[src/rtl/gmii_pkt_gen_pkg.sv]
// ----------------------------------------------------------------------------
// gmii_pkt_gen_pkg
//   Shared constants, state encoding and helper functions for the GMII test
//   traffic generator and its byte-wide CRC-32 engine. The receive-side
//   checker imports the same package so both ends agree on framing.
// ----------------------------------------------------------------------------
package gmii_pkt_gen_pkg;

    // Line-level byte constants
    localparam logic [7:0] PREAMBLE_BYTE = 8'h55;
    localparam logic [7:0] SFD_BYTE      = 8'hD5;

    // Frame limits (bytes, DA through FCS inclusive)
    localparam int unsigned MIN_FRAME    = 64;
    localparam int unsigned MAX_FRAME    = 1518;
    localparam int unsigned HDR_LEN      = 14;
    localparam int unsigned FCS_LEN      = 4;
    localparam int unsigned PREAMBLE_LEN = 7;
    localparam int unsigned SEQ_LEN      = 4;

    // CRC-32 (IEEE 802.3), reflected form
    localparam logic [31:0] CRC_INIT     = 32'hFFFF_FFFF;
    localparam logic [31:0] CRC_POLY_REF = 32'hEDB8_8320;

    // Transmit FSM states
    typedef enum logic [2:0] {
        ST_IDLE     = 3'd0,
        ST_PREAMBLE = 3'd1,
        ST_SFD      = 3'd2,
        ST_HDR      = 3'd3,
        ST_PAYLOAD  = 3'd4,
        ST_FCS      = 3'd5,
        ST_IFG      = 3'd6
    } state_e;

    // One byte of reflected CRC-32, data consumed LSB first
    function automatic logic [31:0] crc32_d8_next(input logic [31:0] crc,
                                                  input logic [7:0]  d);
        logic [31:0] c;
        c = crc ^ {24'd0, d};
        for (int i = 0; i < 8; i++) begin
            c = c[0] ? ((c >> 1) ^ CRC_POLY_REF) : (c >> 1);
        end
        return c;
    endfunction

    // Frame length clamp into the legal Ethernet range
    function automatic logic [15:0] clamp_frame_len(input logic [15:0] len);
        logic [15:0] r;
        r = len;
        if (len < 16'(MIN_FRAME)) begin
            r = 16'(MIN_FRAME);
        end else if (len > 16'(MAX_FRAME)) begin
            r = 16'(MAX_FRAME);
        end
        return r;
    endfunction

endpackage

[src/rtl/gmii_crc32_d8.sv]
// ----------------------------------------------------------------------------
// gmii_crc32_d8
//   Byte-wide running CRC-32 register (IEEE 802.3, reflected, init all-ones).
//   The value is not inverted; the user complements it when emitting FCS.
//
//   clk     in   clock
//   resetn  in   asynchronous active-low reset (crc -> all-ones)
//   init    in   reload all-ones (has priority over en)
//   en      in   fold d into the CRC this cycle
//   d       in   data byte
//   crc     out  registered running CRC
// ----------------------------------------------------------------------------
module gmii_crc32_d8
    import gmii_pkt_gen_pkg::*;
(
    input  logic        clk,
    input  logic        resetn,
    input  logic        init,
    input  logic        en,
    input  logic [7:0]  d,
    output logic [31:0] crc
);

    always_ff @(posedge clk or negedge resetn) begin
        if (!resetn) begin
            crc <= CRC_INIT;
        end else if (init) begin
            crc <= CRC_INIT;
        end else if (en) begin
            crc <= crc32_d8_next(crc, d);
        end
    end

endmodule

[src/rtl/gmii_pkt_gen.sv]
// ----------------------------------------------------------------------------
// gmii_pkt_gen
//   GMII test-traffic source (gtx_clk domain). Sends bursts of Ethernet
//   frames: preamble, SFD, DA/SA/EtherType, payload starting with a 32-bit
//   big-endian sequence number followed by an incrementing byte pattern,
//   FCS, then an inter-frame gap. A burst is N frames or, with
//   frame_count == 0, continuous until stop.
//
//   gtx_clk      in   125 MHz transmit clock
//   gtx_resetn   in   asynchronous active-low reset
//   start        in   pulse, begins a burst (IDLE only, stop low)
//   stop         in   pulse, ends the burst after the current frame + gap
//   frame_len    in   DA..FCS bytes, clamped to 64..1518
//   frame_count  in   frames per burst, 0 = continuous
//   ifg          in   gap bytes, clamped up to C_MIN_IFG
//   dst_mac      in   destination MAC, MSB byte first
//   src_mac      in   source MAC, MSB byte first
//   gmii_txd     out  registered GMII data
//   gmii_tx_en   out  registered GMII enable
//   gmii_tx_er   out  GMII error, constant 0
//   busy         out  high from the cycle after start until IDLE re-entered
//   frames_sent  out  frames completed since the last start
// ----------------------------------------------------------------------------
module gmii_pkt_gen
    import gmii_pkt_gen_pkg::*;
#(
    parameter logic [15:0] C_ETHERTYPE = 16'h88B5,
    parameter int unsigned C_MIN_IFG   = 12
) (
    input  logic        gtx_clk,
    input  logic        gtx_resetn,
    input  logic        start,
    input  logic        stop,
    input  logic [15:0] frame_len,
    input  logic [31:0] frame_count,
    input  logic [7:0]  ifg,
    input  logic [47:0] dst_mac,
    input  logic [47:0] src_mac,
    output logic [7:0]  gmii_txd,
    output logic        gmii_tx_en,
    output logic        gmii_tx_er,
    output logic        busy,
    output logic [31:0] frames_sent
);

    localparam int unsigned PAYLOAD_OVH = HDR_LEN + FCS_LEN;

    state_e       state_q;
    logic [15:0]  cnt_q;
    logic [15:0]  len_q;
    logic [31:0]  count_q;
    logic [7:0]   ifg_q;
    logic [47:0]  dst_q;
    logic [47:0]  src_q;
    logic [31:0]  seq_q;
    logic [31:0]  frames_q;
    logic         stop_pend_q;
    logic [7:0]   txd_q;
    logic         tx_en_q;
    logic         busy_q;

    logic [7:0]   byte_c;
    logic         phase_last_c;
    logic         crc_en_c;
    logic         crc_init_c;
    logic         done_c;
    logic [3:0]   hdr_sel_c;
    logic [1:0]   seq_sel_c;
    logic [111:0] hdr_c;
    logic [31:0]  crc_c;
    logic [7:0]   ifg_clamped_c;

    assign hdr_c         = {dst_q, src_q, C_ETHERTYPE};
    assign ifg_clamped_c = (ifg < 8'(C_MIN_IFG)) ? 8'(C_MIN_IFG) : ifg;

    // CRC restarts during preamble and accumulates exactly DA..payload
    assign crc_init_c = (state_q == ST_PREAMBLE);

    // Burst end is only acted on at the last gap cycle
    assign done_c = ((count_q != 32'd0) && (frames_q == count_q)) || stop_pend_q || stop;

    gmii_crc32_d8 u_crc (
        .clk    (gtx_clk),
        .resetn (gtx_resetn),
        .init   (crc_init_c),
        .en     (crc_en_c),
        .d      (byte_c),
        .crc    (crc_c)
    );

    // Byte to drive for the current state/counter, plus end-of-phase flag
    always_comb begin
        byte_c       = 8'h00;
        phase_last_c = 1'b0;
        crc_en_c     = 1'b0;
        hdr_sel_c    = 4'(HDR_LEN - 1) - cnt_q[3:0];
        seq_sel_c    = 2'd3 - cnt_q[1:0];
        case (state_q)
            ST_PREAMBLE: begin
                byte_c       = PREAMBLE_BYTE;
                phase_last_c = (cnt_q == 16'(PREAMBLE_LEN - 1));
            end
            ST_SFD: begin
                byte_c       = SFD_BYTE;
                phase_last_c = 1'b1;
            end
            ST_HDR: begin
                byte_c       = 8'(hdr_c >> {hdr_sel_c, 3'b000});
                crc_en_c     = 1'b1;
                phase_last_c = (cnt_q == 16'(HDR_LEN - 1));
            end
            ST_PAYLOAD: begin
                // Sequence number big-endian, then pattern from 0x00 (wraps by truncation)
                if (cnt_q < 16'(SEQ_LEN)) begin
                    byte_c = 8'(seq_q >> {seq_sel_c, 3'b000});
                end else begin
                    byte_c = 8'(cnt_q - 16'(SEQ_LEN));
                end
                crc_en_c     = 1'b1;
                phase_last_c = (cnt_q == len_q - 16'(PAYLOAD_OVH + 1));
            end
            ST_FCS: begin
                // Complemented CRC, least significant byte first
                byte_c       = ~8'(crc_c >> {cnt_q[1:0], 3'b000});
                phase_last_c = (cnt_q == 16'(FCS_LEN - 1));
            end
            ST_IFG: begin
                byte_c       = 8'h00;
                phase_last_c = (cnt_q == {8'd0, ifg_q} - 16'd1);
            end
            default: begin
                byte_c       = 8'h00;
                phase_last_c = 1'b0;
            end
        endcase
    end

    // Transmit FSM; outputs are registered from the current state's byte
    always_ff @(posedge gtx_clk or negedge gtx_resetn) begin
        if (!gtx_resetn) begin
            state_q     <= ST_IDLE;
            cnt_q       <= 16'd0;
            len_q       <= 16'(MIN_FRAME);
            count_q     <= 32'd0;
            ifg_q       <= 8'(C_MIN_IFG);
            dst_q       <= 48'd0;
            src_q       <= 48'd0;
            seq_q       <= 32'd0;
            frames_q    <= 32'd0;
            stop_pend_q <= 1'b0;
            txd_q       <= 8'h00;
            tx_en_q     <= 1'b0;
            busy_q      <= 1'b0;
        end else begin
            case (state_q)
                ST_IDLE: begin
                    txd_q   <= 8'h00;
                    tx_en_q <= 1'b0;
                    if (start && !stop) begin
                        len_q       <= clamp_frame_len(frame_len);
                        count_q     <= frame_count;
                        ifg_q       <= ifg_clamped_c;
                        dst_q       <= dst_mac;
                        src_q       <= src_mac;
                        seq_q       <= 32'd0;
                        frames_q    <= 32'd0;
                        stop_pend_q <= 1'b0;
                        busy_q      <= 1'b1;
                        cnt_q       <= 16'd0;
                        state_q     <= ST_PREAMBLE;
                    end
                end
                default: begin
                    txd_q   <= byte_c;
                    tx_en_q <= (state_q != ST_IFG);
                    if (stop) begin
                        stop_pend_q <= 1'b1;
                    end
                    cnt_q <= phase_last_c ? 16'd0 : cnt_q + 16'd1;
                    if (phase_last_c) begin
                        case (state_q)
                            ST_PREAMBLE: state_q <= ST_SFD;
                            ST_SFD:      state_q <= ST_HDR;
                            ST_HDR:      state_q <= ST_PAYLOAD;
                            ST_PAYLOAD:  state_q <= ST_FCS;
                            ST_FCS: begin
                                frames_q <= frames_q + 32'd1;
                                seq_q    <= seq_q + 32'd1;
                                state_q  <= ST_IFG;
                            end
                            ST_IFG: begin
                                if (done_c) begin
                                    busy_q      <= 1'b0;
                                    stop_pend_q <= 1'b0;
                                    state_q     <= ST_IDLE;
                                end else begin
                                    state_q     <= ST_PREAMBLE;
                                end
                            end
                            default: state_q <= ST_IDLE;
                        endcase
                    end
                end
            endcase
        end
    end

    assign gmii_txd    = txd_q;
    assign gmii_tx_en  = tx_en_q;
    assign gmii_tx_er  = 1'b0;
    assign busy        = busy_q;
    assign frames_sent = frames_q;

endmodule

[config.mk]
export PLATFORM = sky130hd
export DESIGN_NAME = gmii_pkt_gen
export DESIGN_NICKNAME = d
export VERILOG_FILES = /design/src/rtl/gmii_pkt_gen_pkg.sv /design/src/rtl/gmii_crc32_d8.sv /design/src/rtl/gmii_pkt_gen.sv
export SDC_FILE = /design/constraint.sdc
export NUM_CORES = 1
export LEC_CHECK = 0
export BUFFER_PORTS_ARGS = -buffer_cell sky130_fd_sc_hd__buf_2
export CORE_AREA = 4 4 193 195
export CTS_CLUSTER_DIAMETER = 150
export DETAILED_ROUTE_END_ITERATION = 10
export DIE_AREA = 0 0 197 199
export PLACE_DENSITY = 0.66
export SLEW_MARGIN = 10
export SYNTH_ARGS = -nofsm -noshare
export SYNTH_HDL_FRONTEND = slang
export SYNTH_SLANG_ARGS = --single-unit
[constraint.sdc]
create_clock -name gtx_clk -period 7.9 [get_ports gtx_clk]
set_clock_uncertainty 0.15 [all_clocks]
set_input_delay 1.185 -clock gtx_clk [delete_from_list [all_inputs] [get_ports gtx_clk]]
set_output_delay 1.185 -clock gtx_clk [all_outputs]
set_load 0.005 [all_outputs]
# Yosys cells after proc, flatten, opt, wreduce, memory -nomap -nowiden
# Index checks and enable logic that the tools add are counted.
[word_totals] reg_bits=278 latch_bits=0 ram_bits=0 mem_bits_ro=0 in_bits=156 out_inout_bits=43 word_cells=115 n_memories=0
[classes] add_sub_neg=8 mul=0 n_div=0 n_lt_le_gt_ge=4 n_eq_ne=14 shifts=3 muxes=45 bitwise_logic=10 reduce_logical=17
[op_table] cell="32-bit two-way mux" count=17
[op_table] cell="13-bit inverter with 14-bit output" count=8
[op_table] cell="112-bit by 7-bit right shift with 8-bit output" count=1
[op_table] cell="16-bit two-way mux" count=5
[op_table] cell="32-bit by 1-bit adder with 32-bit output (second input constant)" count=2
[op_table] cell="32-bit by 5-bit right shift with 8-bit output" count=2
[op_table] cell="8-bit case mux with 5 select lines" count=1
[op_table] cell="16-bit equality test" count=2
[op_table] cell="32-bit equality test" count=1
[op_table] cell="32-bit nonzero test" count=1
[op_table] cell="32-bit by 8-bit XOR with 32-bit output" count=1
[op_table] cell="8-bit two-way mux" count=3
[op_table] cell="3-bit case mux with 6 select lines" count=1
[op_table] cell="16-bit by 1-bit adder with 16-bit output (second input constant)" count=1
[op_table] cell="16-bit by 2-bit equality test with 1-bit output (second input constant)" count=1
[op_table] cell="16-bit by 3-bit equality test with 1-bit output (second input constant)" count=1
[op_table] cell="16-bit by 4-bit equality test with 1-bit output (second input constant)" count=1
[op_table] cell="16-bit by 11-bit > comparator with 1-bit output (second input constant)" count=1
[op_table] cell="16-bit by 3-bit < comparator with 1-bit output (second input constant)" count=1
[op_table] cell="16-bit by 7-bit < comparator with 1-bit output (second input constant)" count=1
[op_table] cell="16-bit by 5-bit subtractor with 16-bit output (second input constant)" count=1
[op_table] cell="1-bit two-way mux" count=14
[op_table] cell="2-bit nonzero test" count=5
[op_table] cell="3-bit equality test (second input constant)" count=3
[op_table] cell="other kinds (20)" count=26

# Longest topological paths before layout
# Gate-level depths: netlist of run 1.
[logic_depth] depth_word=23 mapped_depth=14 depth_no_buf=11

# Cells and area by module
# From an unflattened synthesis of run 1, not the netlist that was laid out.
[hier_totals] cells_unflattened=1735 hier_area_um2=15708.8
[by_module_without_submodules] module="gmii_pkt_gen" instances=1 cells_each=1543 area_each_um2=13630.6 seq_area_each_um2=6159.7
[by_module_without_submodules] module="gmii_crc32_d8" instances=1 cells_each=192 area_each_um2=2078.2 seq_area_each_um2=840.8

# Worst setup path before layout of run 1
# Ideal clock, no wire load.
[synth_timing] path_type="reg-to-reg" start="register len_q[0]" end="register seq_q[12]" setup_time_ps=124 arrival_ps=3412 required_ps=7626 path_slack_ps=4214 stages_incl_launch_ff=15 n_path_buf=4 period_less_slack_ps=3686 path_cell_list="dfrtp_1 > ha_1 > o31a_1 > clkbuf_1 > or4_1 > a21o_1 > or4_1 > and4_4 > a22oi_4 > nand4_2 > buf_6 > buf_2 > clkbuf_1 > o211ai_1 > nand2_1"
[synth_via] elab_chain_cells=5
[synth_lines] item="from (decl)" line_no="gmii_pkt_gen.sv:50" rtl="logic [15:0] len_q;"
[synth_lines] item="from (signal assigned)" line_no="gmii_pkt_gen.sv:143" rtl="len_q <= 16'(MIN_FRAME);"
[synth_lines] item="from (signal assigned)" line_no="gmii_pkt_gen.sv:160" rtl="len_q <= clamp_frame_len(frame_len);"
[synth_lines] item="16-bit by 5-bit subtractor with 16-bit output" line_no="gmii_pkt_gen.sv:120" rtl="phase_last_c = (cnt_q == len_q - 16'(PAYLOAD_OVH + 1));"
[synth_lines] item="16-bit equality test" line_no="gmii_pkt_gen.sv:120"
[synth_lines] item="1-bit case mux with 6 select lines" line_no="gmii_pkt_gen.sv:98" rtl="case (state_q)"
[synth_lines] item="2-bit nonzero test (no source line)"
[synth_lines] item="3-bit AND reduction (no source line)"
[synth_lines] item="to (signal assigned)" line_no="gmii_pkt_gen.sv:188" rtl="seq_q <= seq_q + 32'd1;"
[synth_lines] item="to (decl)" line_no="gmii_pkt_gen.sv:55" rtl="logic [31:0] seq_q;"
# No other way between the ends.
# A chain may end at the register's enable or synchronous reset.

# Worst setup path after layout of run 1
[layout_timing] start="register state_q[0]" end="register seq_q[9]"
[layout_via] elab_chain_cells=4 word_cells_on_any_way=13 cone_classes="eq/ne (7); mux (2); reduce/logical (4)"
[layout_lines] item="from (decl)" line_no="gmii_pkt_gen.sv:48" rtl="state_e state_q;"
[layout_lines] item="from (signal assigned)" line_no="gmii_pkt_gen.sv:141" rtl="state_q <= ST_IDLE;"
[layout_lines] item="from (signal assigned)" line_no="gmii_pkt_gen.sv:170" rtl="state_q <= ST_PREAMBLE;"
[layout_lines] item="from (signal assigned)" line_no="gmii_pkt_gen.sv:182" rtl="ST_PREAMBLE: state_q <= ST_SFD;"
[layout_lines] item="3-bit equality test (tied with other cells)" line_no="gmii_pkt_gen.sv:98"
[layout_lines] item="1-bit case mux with 6 select lines" line_no="gmii_pkt_gen.sv:98"
[layout_lines] item="2-bit nonzero test (no source line)"
[layout_lines] item="3-bit AND reduction (no source line)"
# Parallel ways exist; a longest one is shown, timed or not.

==> run summary, run 1 <==
The final hold slack is 322 ps. Counting every net in the synthesized netlist gives 1906. During I/O placement, the number of pins put on the boundary was 199.

The logs give 78 for the count of cell types in the netlist and 0.245 mV for the peak ir drop on the vdd network. Counting instances in the post-synthesis netlist gives the leading cell types as nand2_1 (544), dfrtp_1 (243), clkbuf_1 (89). Dividing the detail-routed via count by the number of cells gives 5.77. The detail route stage leaves a number of antenna-violating nets equal to 0.

The H-tree was split into 2 levels. The relative slew slack is 22.0%, and the pin slew with the least headroom to its limit is 1170 ps. The area of the mapped netlist is 15800 um2, and the area of the core is 35400 um2. The data arrival time of the critical path was 5330 ps; the last weighted congestion value of the routability-driven placer was 0.927. Clock tree synthesis inserted a total of 34 buffers.

In the post-synthesis netlist, the cell with the most instances is nand2_1. After clock tree synthesis, the clock-pin slew on the worst setup and hold paths is 60 ps. In the synthesized netlist, mux cells make up 6.15% of the area. The global-route wire length before repair was 71500 um; the number of iterations in the first detailed-routing pass was 5.

The share of layout cells above drive strength 1 was 18.9%; the via count of the first global-routing pass was 13000. The parity-gate share of the synthesized area counting xor and xnor cells is 7.58%, and the number of DRC violations after detailed routing is 0. The cell sitting at the root of the clock tree is a clkbuf_16. For the worst setup path, the data required time is 8210 ps. For this run, the slowest stage of the critical path takes 960 ps.

Ranked by total cell area, the synthesized netlist is headed by dfrtp_1 (39%), nand2_1 (13%), dfstp_2 (5.8%), mux4_2 (4.4%), xnor2_1 (3.7%). The die is 199 um tall. Across every metal layer, demand over resource in global routing totals 22.4%. In the post-route analysis, the smallest setup slack over all paths is 2890 ps.

Adder and majority gate portion of the synthesized area: 0.715%. Subtracting the final worst setup slack from the clock period gives 5010 ps. The number of register bits inferred by synthesis is 278.

The number of hold-slack violations in the final timing report is 0, and the synthesized instance count is 1741. The most used flip-flop cell after synthesis is dfrtp_1. The largest family of logic cells by synthesized area was simple AND/OR/NAND/NOR gates.

Power spread over the standard cell area amounts to 450 nW/um2. Setup repair after global routing left no endpoint under its margin. The count of yosys warnings during synthesis is 0, and the aggregate global routing overflow is 0. In this run the deepest clock path goes through 3 buffers. The total wire length is 45100 um.

The peak clock frequency supported by timing was 0.200 GHz. In this design, the critical path's most frequently occurring cell is or4_1. The count of input and output buffers is 197. The tools report the initial core utilization as 44.5%.

The repair_antennas step left the layout with diodes totalling 0. Area added between synthesis and finish: 14.8%. Among cell families on the critical path, the largest total delay comes from simple AND/OR/NAND/NOR gates. Measured along the x axis, the die boundary spans 197 um. The worst setup path is launched from a flip-flop. STA classifies the critical path endpoint as a flip-flop. Entering global routing, the biggest net connects 181 pins. The signal on the critical path passes through or3b_1 > o32ai_1 > xnor2_1 > or4_1 > nor4_2 > nand4_4 > or4_1 > nand2_1.

Setup violations remaining at the end of the flow were counted as 0. The logs give 0 for the number of antenna violations at the first check in global routing and 44.4% for the share of synthesized area occupied by flip-flops and latches. For this design, the slowest cell found on the critical path is nand4_4. CTS saw 278 sinks.

The post-synthesis cell type with the largest combined area was dfrtp_1. The post-cts repair resize count is 0. Number of violations reported at the end of detailed-routing iteration 0: 1156. The flow ran to the end, and the final reports show no timing, DRC or antenna violations.

Overall die area: 39200 um2. Summing the areas of all compound-gate instances in the mapped netlist gives 11.4% of the synthesized area. OpenSTA, run right after detailed placement, puts the worst setup slack at 2920 ps. The fraction of registers with async set or reset after synthesis is 100%.

The HPWL after detailed placement is 31000 um. Along the worst path, the maximum fanout reaches 93. The reported max-cap violation count was 0.

Counting flops with a built-in enable in the synthesized netlist gives 0. For the final layout net count, the log shows 2031. Worst hold path class: flip-flop to flip-flop. The critical path in this run is classified as flip-flop to flip-flop. In the final routed layout, each cell accounts on average for 19.2 um. The tools report the static leakage power as 8.35 nW. The synthesized design devotes to its leading area cell type 38.6% of total area. Once the clock tree was built, the setup fixing pass inserted 0 buffers. The via count is 13600, and the critical path buffer and inverter count is 0. Final-layout setup total negative slack: 0 ps. The period utilization works out to 63.4%.

After synthesis, the mean cell area works out to 9.05 um2. TritonCTS built the clock tree. The layout has 3316 filler cells. Summing the areas of all and, or, nand and nor instances in the mapped netlist gives 25.8% of the synthesized area. The logs give 69 for the number of rows in the core area and 0 for the final-report max-slew violation count. The clock reaches the later pin of the worst-skew pair after 530 ps. The hold buffer count at CTS came out at 0.
-- registers in the layout, indices dropped and copies added, names as in the netlist --
register,cells
dst_q,48
src_q,48
count_q,32
frames_sent,32
seq_q,32
u_crc.crc,32
cnt_q,16
len_q,16
gmii_txd,8
ifg_q,8
state_q,3
busy,1
gmii_tx_en,1
stop_pend_q,1
-- metrics by stage --
step                instance area [um2]  cells  utilization (%)  power (W)
finish                            18100   2351             51.1    0.00814
global route                      18100   2351             51.1    0.00866
CTS                               18100   2351             51.1    0.00815
detailed placement                16900   2291             47.8    0.00649
global placement                  16900   2291             47.8    0.00642
floorplan                         15800   1741                -    0.00546
-- layout make-up --
class / instances / area (um2) / share of cell area (%)
Tap cell: 461 / 577 / 3.19
Inverter: 24 / 90.1 / 0.498
Multi-Input combinational cell: 1321 / 8170 / 45.1
Clock inverter: 17 / 238 / 1.31
Sequential cell: 278 / 7010 / 38.7
Clock buffer: 43 / 925 / 5.11
Timing Repair Buffer: 207 / 1100 / 6.06
-- worst min-delay path: stages (launching register included) --
cell     delay [ps]
dfrtp_1         330
nand2_1          50
nand2_1          60
-- power breakdown --
part | total (W) | leakage, nW | switching, W | internal, W
combinational | 0.00379 | 4.32 | 0.00199 | 0.00180
clock | 0.00162 | 0.568 | 0.000645 | 0.000973
sequential | 0.00273 | 3.47 | 0.000685 | 0.00205
-- cells by family after synthesis --
kind of cell	Yosys count
other cells	1
mux	57
simple gates	878
xor+xnor	121
compound gates	255
buf+inv	142
fa+ha+maj	9
flops	278
-- per-layer routing --
layer,global-route usage (%),part of all wire (%)
met1,32.4,44
met2,34.1,45
met3,3.88,7.1
met4,7.70,3.5
met5,0,0
-- worst paths after layout --
kind                                            to  slack [ps]                    from  cells past startpoint
max                           seq_q[9]$_DFFE_PN0P_        2890  state_q[0]$_DFFE_PN0P_                      8
min                          dst_q[44]$_DFFE_PN0P_         320   dst_q[44]$_DFFE_PN0P_                      2
max reg2reg                   seq_q[9]$_DFFE_PN0P_        2890  state_q[0]$_DFFE_PN0P_                      8
min reg2reg                  dst_q[44]$_DFFE_PN0P_         320   dst_q[44]$_DFFE_PN0P_                      2
max in group asynchronous     cnt_q[0]$_DFFE_PN0P_        5590              gtx_resetn                      2
min in group asynchronous  count_q[23]$_DFFE_PN0P_         530              gtx_resetn                      1
-- cell usage in the layout (no fill, tap or decap), types with 7 or more instances in the layout --
cell type,synthesis,routed
and3_1,10,10
nand2_1,544,543
mux2_2,8,8
buf_4,6,8
nor2_1,60,60
a221o_1,9,9
inv_1,24,24
clkbuf_16,0,34
nor3_1,20,20
a21oi_1,49,49
nand3_1,47,47
nor4_1,29,29
and2_1,15,14
o22a_1,12,12
o21ai_0,39,39
nand4_1,33,33
xor2_1,45,45
dfstp_2,35,35
buf_2,10,196
or3_1,10,10
xnor2_1,66,66
and4_1,9,9
dfrtp_1,243,241
mux4_2,31,31
clkinv_2,0,7
a21o_1,11,11
ha_1,9,9
o31ai_1,7,7
a31oi_1,8,8
or4_1,58,58
nor2b_1,7,7
o211ai_1,58,58
mux2i_1,18,18
a211oi_1,14,14
(Power assumes the default switching activity.)
==> run 2, diff against run 1 <==
ABC_AREA = 1   (was unset)
CORE_AREA = 4 4 200 202   (was 4 4 193 195)
DIE_AREA = 0 0 204 206   (was 0 0 197 199)
PLACE_DENSITY = 0.68   (was 0.66)
clock period = 4.6 ns   (was 7.9 ns; I/O delays follow)
==> run 2 against run 1 <==
  * Maximum frequency is 23% higher
  * Critical endpoint is now u_crc.crc[7]$_DFFE_PN1P_
  * Global-route usage increased by 2.2 points
  * Synthesized area rose by 8.5%
  * Synthesized cell count up 39%
  * Largest power group unchanged
  * Sequential share of layout area is 3.0 points lower
  * Flip-flop and latch count unchanged
  * Largest cell class unchanged
==> run summary, run 2 <==
Clock-pin slew was measured on the worst setup and hold paths at 60 ps. Area of the mapped netlist: 17100 um2. The later pin in the worst-skew pair is clocked with a latency of 550 ps.

The analysis attributes to net switching a power of 0.00632 W. The synthesized design contains 0 enable-type register cells. The total overflow left after global routing is 0.

The run gives 0 as the final-report max-slew violation count. Setup violations remaining at the end of the flow were counted as 0. In the post-synthesis netlist, the biggest area contributors are dfrtp_1 (36%), nand2_1 (20%), dfstp_2 (5.4%), nand3_1 (4.7%), inv_1 (4.3%). The run gives 0 as the total setup buffers inserted after CTS.

Last weighted congestion value of the routability-driven placer: 0.945. Per report_power, the combinational group accounts for 48.2% of the total. The run finished with clean final reports.

Number of antenna violations at the first check in global routing: 1. In the layout the commonest cells are nand2_1 (896), dfrtp_1 (242), inv_1 (196), buf_2 (196), nor2_1 (175). In the synthesized netlist the async set-or-reset flop fraction comes to 100%.

The multiplexer share of the synthesized area is 0%. The initial core utilization came out at 44.6%. Sequential cells were found to cover 41.0% of the synthesized design area.

The tools report the count of H-tree levels built during CTS as 2. For the worst setup path, the data arrival time is 4440 ps. The critical path is of the flip-flop to flip-flop type. For this run, the leading register cell type out of synthesis is dfrtp_1.

Port buffering added 197 buffers. Cells fill 51.2% of the core in the end. In this run the power density over the cells is 690 nW/um2. For the relative slew slack, the log shows 39.3%.

The tightest min-delay check is of the input pin to async pin type. The share of total power in sequential cells was 30.1%; the number of iterations in the first detailed-routing pass was 6. The number of rows in the core area was 72; the adder and majority gate portion of the synthesized area was 0.659%.

In this run the count of I/O pins placed on the die edge is 199. Once layout is done, the placed cells without fillers occupy 19600 um2. Across every metal layer, demand over resource in global routing totals 24.6%.

The run gives 52300 um as the total wire length. After detailed placement, the total cell area comes to 18400 um2. STA classifies the critical path endpoint as a flip-flop.

Adding up every negative setup slack in the final design gives 0 ps. During synthesis, Yosys emitted a total of 0 warnings. The library cell used most frequently in the layout, excluding fill and tap cells, is nand2_1. In this run the standard cell core region covers 38300 um2.

The final layout net count was 2734. Across the VDD grid, the largest voltage drop is 0.315 mV. In this run the biggest area consumer among cell types represents 35.6% of the synthesized area. The area growth from synthesis to layout is 14.6%.

STA puts the critical path data required time at 4950 ps. For the count of cell types in the netlist, the log shows 45. For this design the static power due to leakage is 9.40 nW. Using the TritonRoute via totals, the vias-per-cell ratio works out to 5.29.

The share of the synthesized area in compound gates (AO/OA/AOI/OAI) works out to 8.82%. 0 antenna diodes ended up in the layout. Dividing the detail-routed wire length by the instance count gives 16.8 um. The internal power component came out at 0.00719 W.

After legalization and detailed placement, the total HPWL measured 37500 um. The die is 206 um tall. Net switching is 46.8% of the power. For this block, the initial DRC count from the detailed router was 1380. After synthesis, the largest family of logic cells by area is simple AND/OR/NAND/NOR gates. The logs give 0 for the number of hold-slack violations in the final timing report and 15900 for the via count of the first global-routing pass. In the routed design, unresolved DRC markers number 0. The most common cell in the synthesized netlist is nand2_1. The post-cts repair resize count is 0. The largest registers in the layout are dst_q: 48 flops, src_q: 48 flops. The peak fanout along the critical path was 32. The commonest cells after synthesis are nand2_1 (896), dfrtp_1 (243), inv_1 (196). The pin slew with the least headroom to its limit is 911 ps, and the synthesized instance count is 2415. Entering global routing, the biggest net connects 196 pins. For the worst setup slack for register-to-register paths, the log shows 510 ps. Derived from the worst setup path, the maximum achievable clock frequency is 0.244 GHz.

Setup repair after global routing left no endpoint under its margin. For the proportion of power drawn by the clock network, the log shows 21.7%. The filler cells instantiated in the layout total 3773.

Of the available clock period, the critical path in the final layout requires 88.9%. The root buffer cell chosen for the clock tree is clkbuf_16. Parity-gate share of the synthesized area counting xor and xnor cells: 6.51%. From left edge to right edge, the die measures 204 um. The detailed router placed 16500 vias in this run.

The run gives 278 as the clock net sink count. The logs give 0 for the antenna violation net count after detailed routing and 2580 for the number of nets produced by synthesis. TritonCTS built the clock tree.

The run gives 42000 um2 as the overall die area. The biggest area contributor in the post-synthesis netlist is dfrtp_1. Subtracting the final worst setup slack from the clock period gives 4090 ps. Synthesis inferred 278 register bits. For the hold buffer count at CTS, the log shows 0.

The reported max-cap violation count is 0, and the CTS buffer count is 34. The synthesized-area fraction occupied by and/or/nand/nor cells was 35.3%. The clock passes through at most 3 buffers. In the final layout, the share of cells above drive strength 1 is 16.1%.

The average instance area after synthesis is 7.08 um2. The worst setup path is launched from a flip-flop. The first global-routing pass estimated 84100 um of wire.

Hold is met by 55.6 ps.
==> run 2: power by group through the flow <==
stage          registers, W  clock network (W)  logic, W
6_report            0.00407            0.00294   0.00651
5_1_grt             0.00417            0.00308   0.00734
4_1_cts             0.00406            0.00299   0.00647
3_5_place_dp        0.00408                  0   0.00643
3_3_place_gp        0.00407                  0   0.00634
2_1_floorplan       0.00385                  0   0.00491
==> run 2: layout make-up <==
cell class	instances	area, um2	area share, %
Clock buffer	46	936	4.78
Clock inverter	16	282	1.44
Inverter	211	796	4.06
Multi-Input combinational cell	1831	8780	44.8
Sequential cell	278	7000	35.7
Tap cell	518	648	3.31
Timing Repair Buffer	213	1150	5.89
==> run 2: metrics by stage <==
stage          setup slack, ps  instances  power, W
4_1_cts                    574       3113    0.0135
3_3_place_gp               657       3051    0.0104
6_report                   509       3113    0.0135
3_5_place_dp               594       3051    0.0105
2_1_floorplan             1870       2415   0.00876
5_1_grt                    203       3113    0.0146
==> run 2: cell families after synthesis <==
| kind of cell | count (synthesis) |
|---|---|
| AOI/OAI and AO/OA | 270 |
| xor gates and xnor gates | 127 |
| adders and majority gates | 9 |
| buffers and inverters | 306 |
| DFF | 278 |
| other | 1 |
| and+or+nand+nor | 1424 |
==> run 2: routing by layer <==
metal / GRT usage [%] / up-vias / wire length (um)
met5: 0 / - / 13
met4: 8.49 / 2 / 1650
met3: 3.69 / 112 / 3180
met2: 39.5 / 529 / 24300
met1: 34.2 / 7823 / 23200
li1: - / 7999 / -
==> run 2: path summary, 6_finish.rpt <==
path | endpoint | startpoint | depth (start not counted)
setup / recovery | u_crc.crc[7]$_DFFE_PN1P_ | cnt_q[1]$_DFFE_PN0P_ | 16
hold / removal | count_q[11]$_DFFE_PN0P_ | gtx_resetn | 1
setup reg to reg | u_crc.crc[7]$_DFFE_PN1P_ | cnt_q[1]$_DFFE_PN0P_ | 16
hold reg to reg | dst_q[1]$_DFFE_PN0P_ | dst_q[1]$_DFFE_PN0P_ | 2
max in group asynchronous | dst_q[31]$_DFFE_PN0P_ | gtx_resetn | 2
min in group gtx_clk | dst_q[34]$_DFFE_PN0P_ | dst_mac[34] | 3
==> run 2: critical path, stage by stage (launching register included) <==
cell and delay (ps):
dfrtp_1 380, buf_4 300, nor2_4 720, inv_1 350
o211ai_1 290, nand2_1 80, nor2_1 240, nand2_1 130
nand2_1 80, nand2_1 310, nand2_1 190, nand2_1 140
nand2_1 120, nand2_1 180, o21ai_0 210, o22ai_1 90
inv_1 70
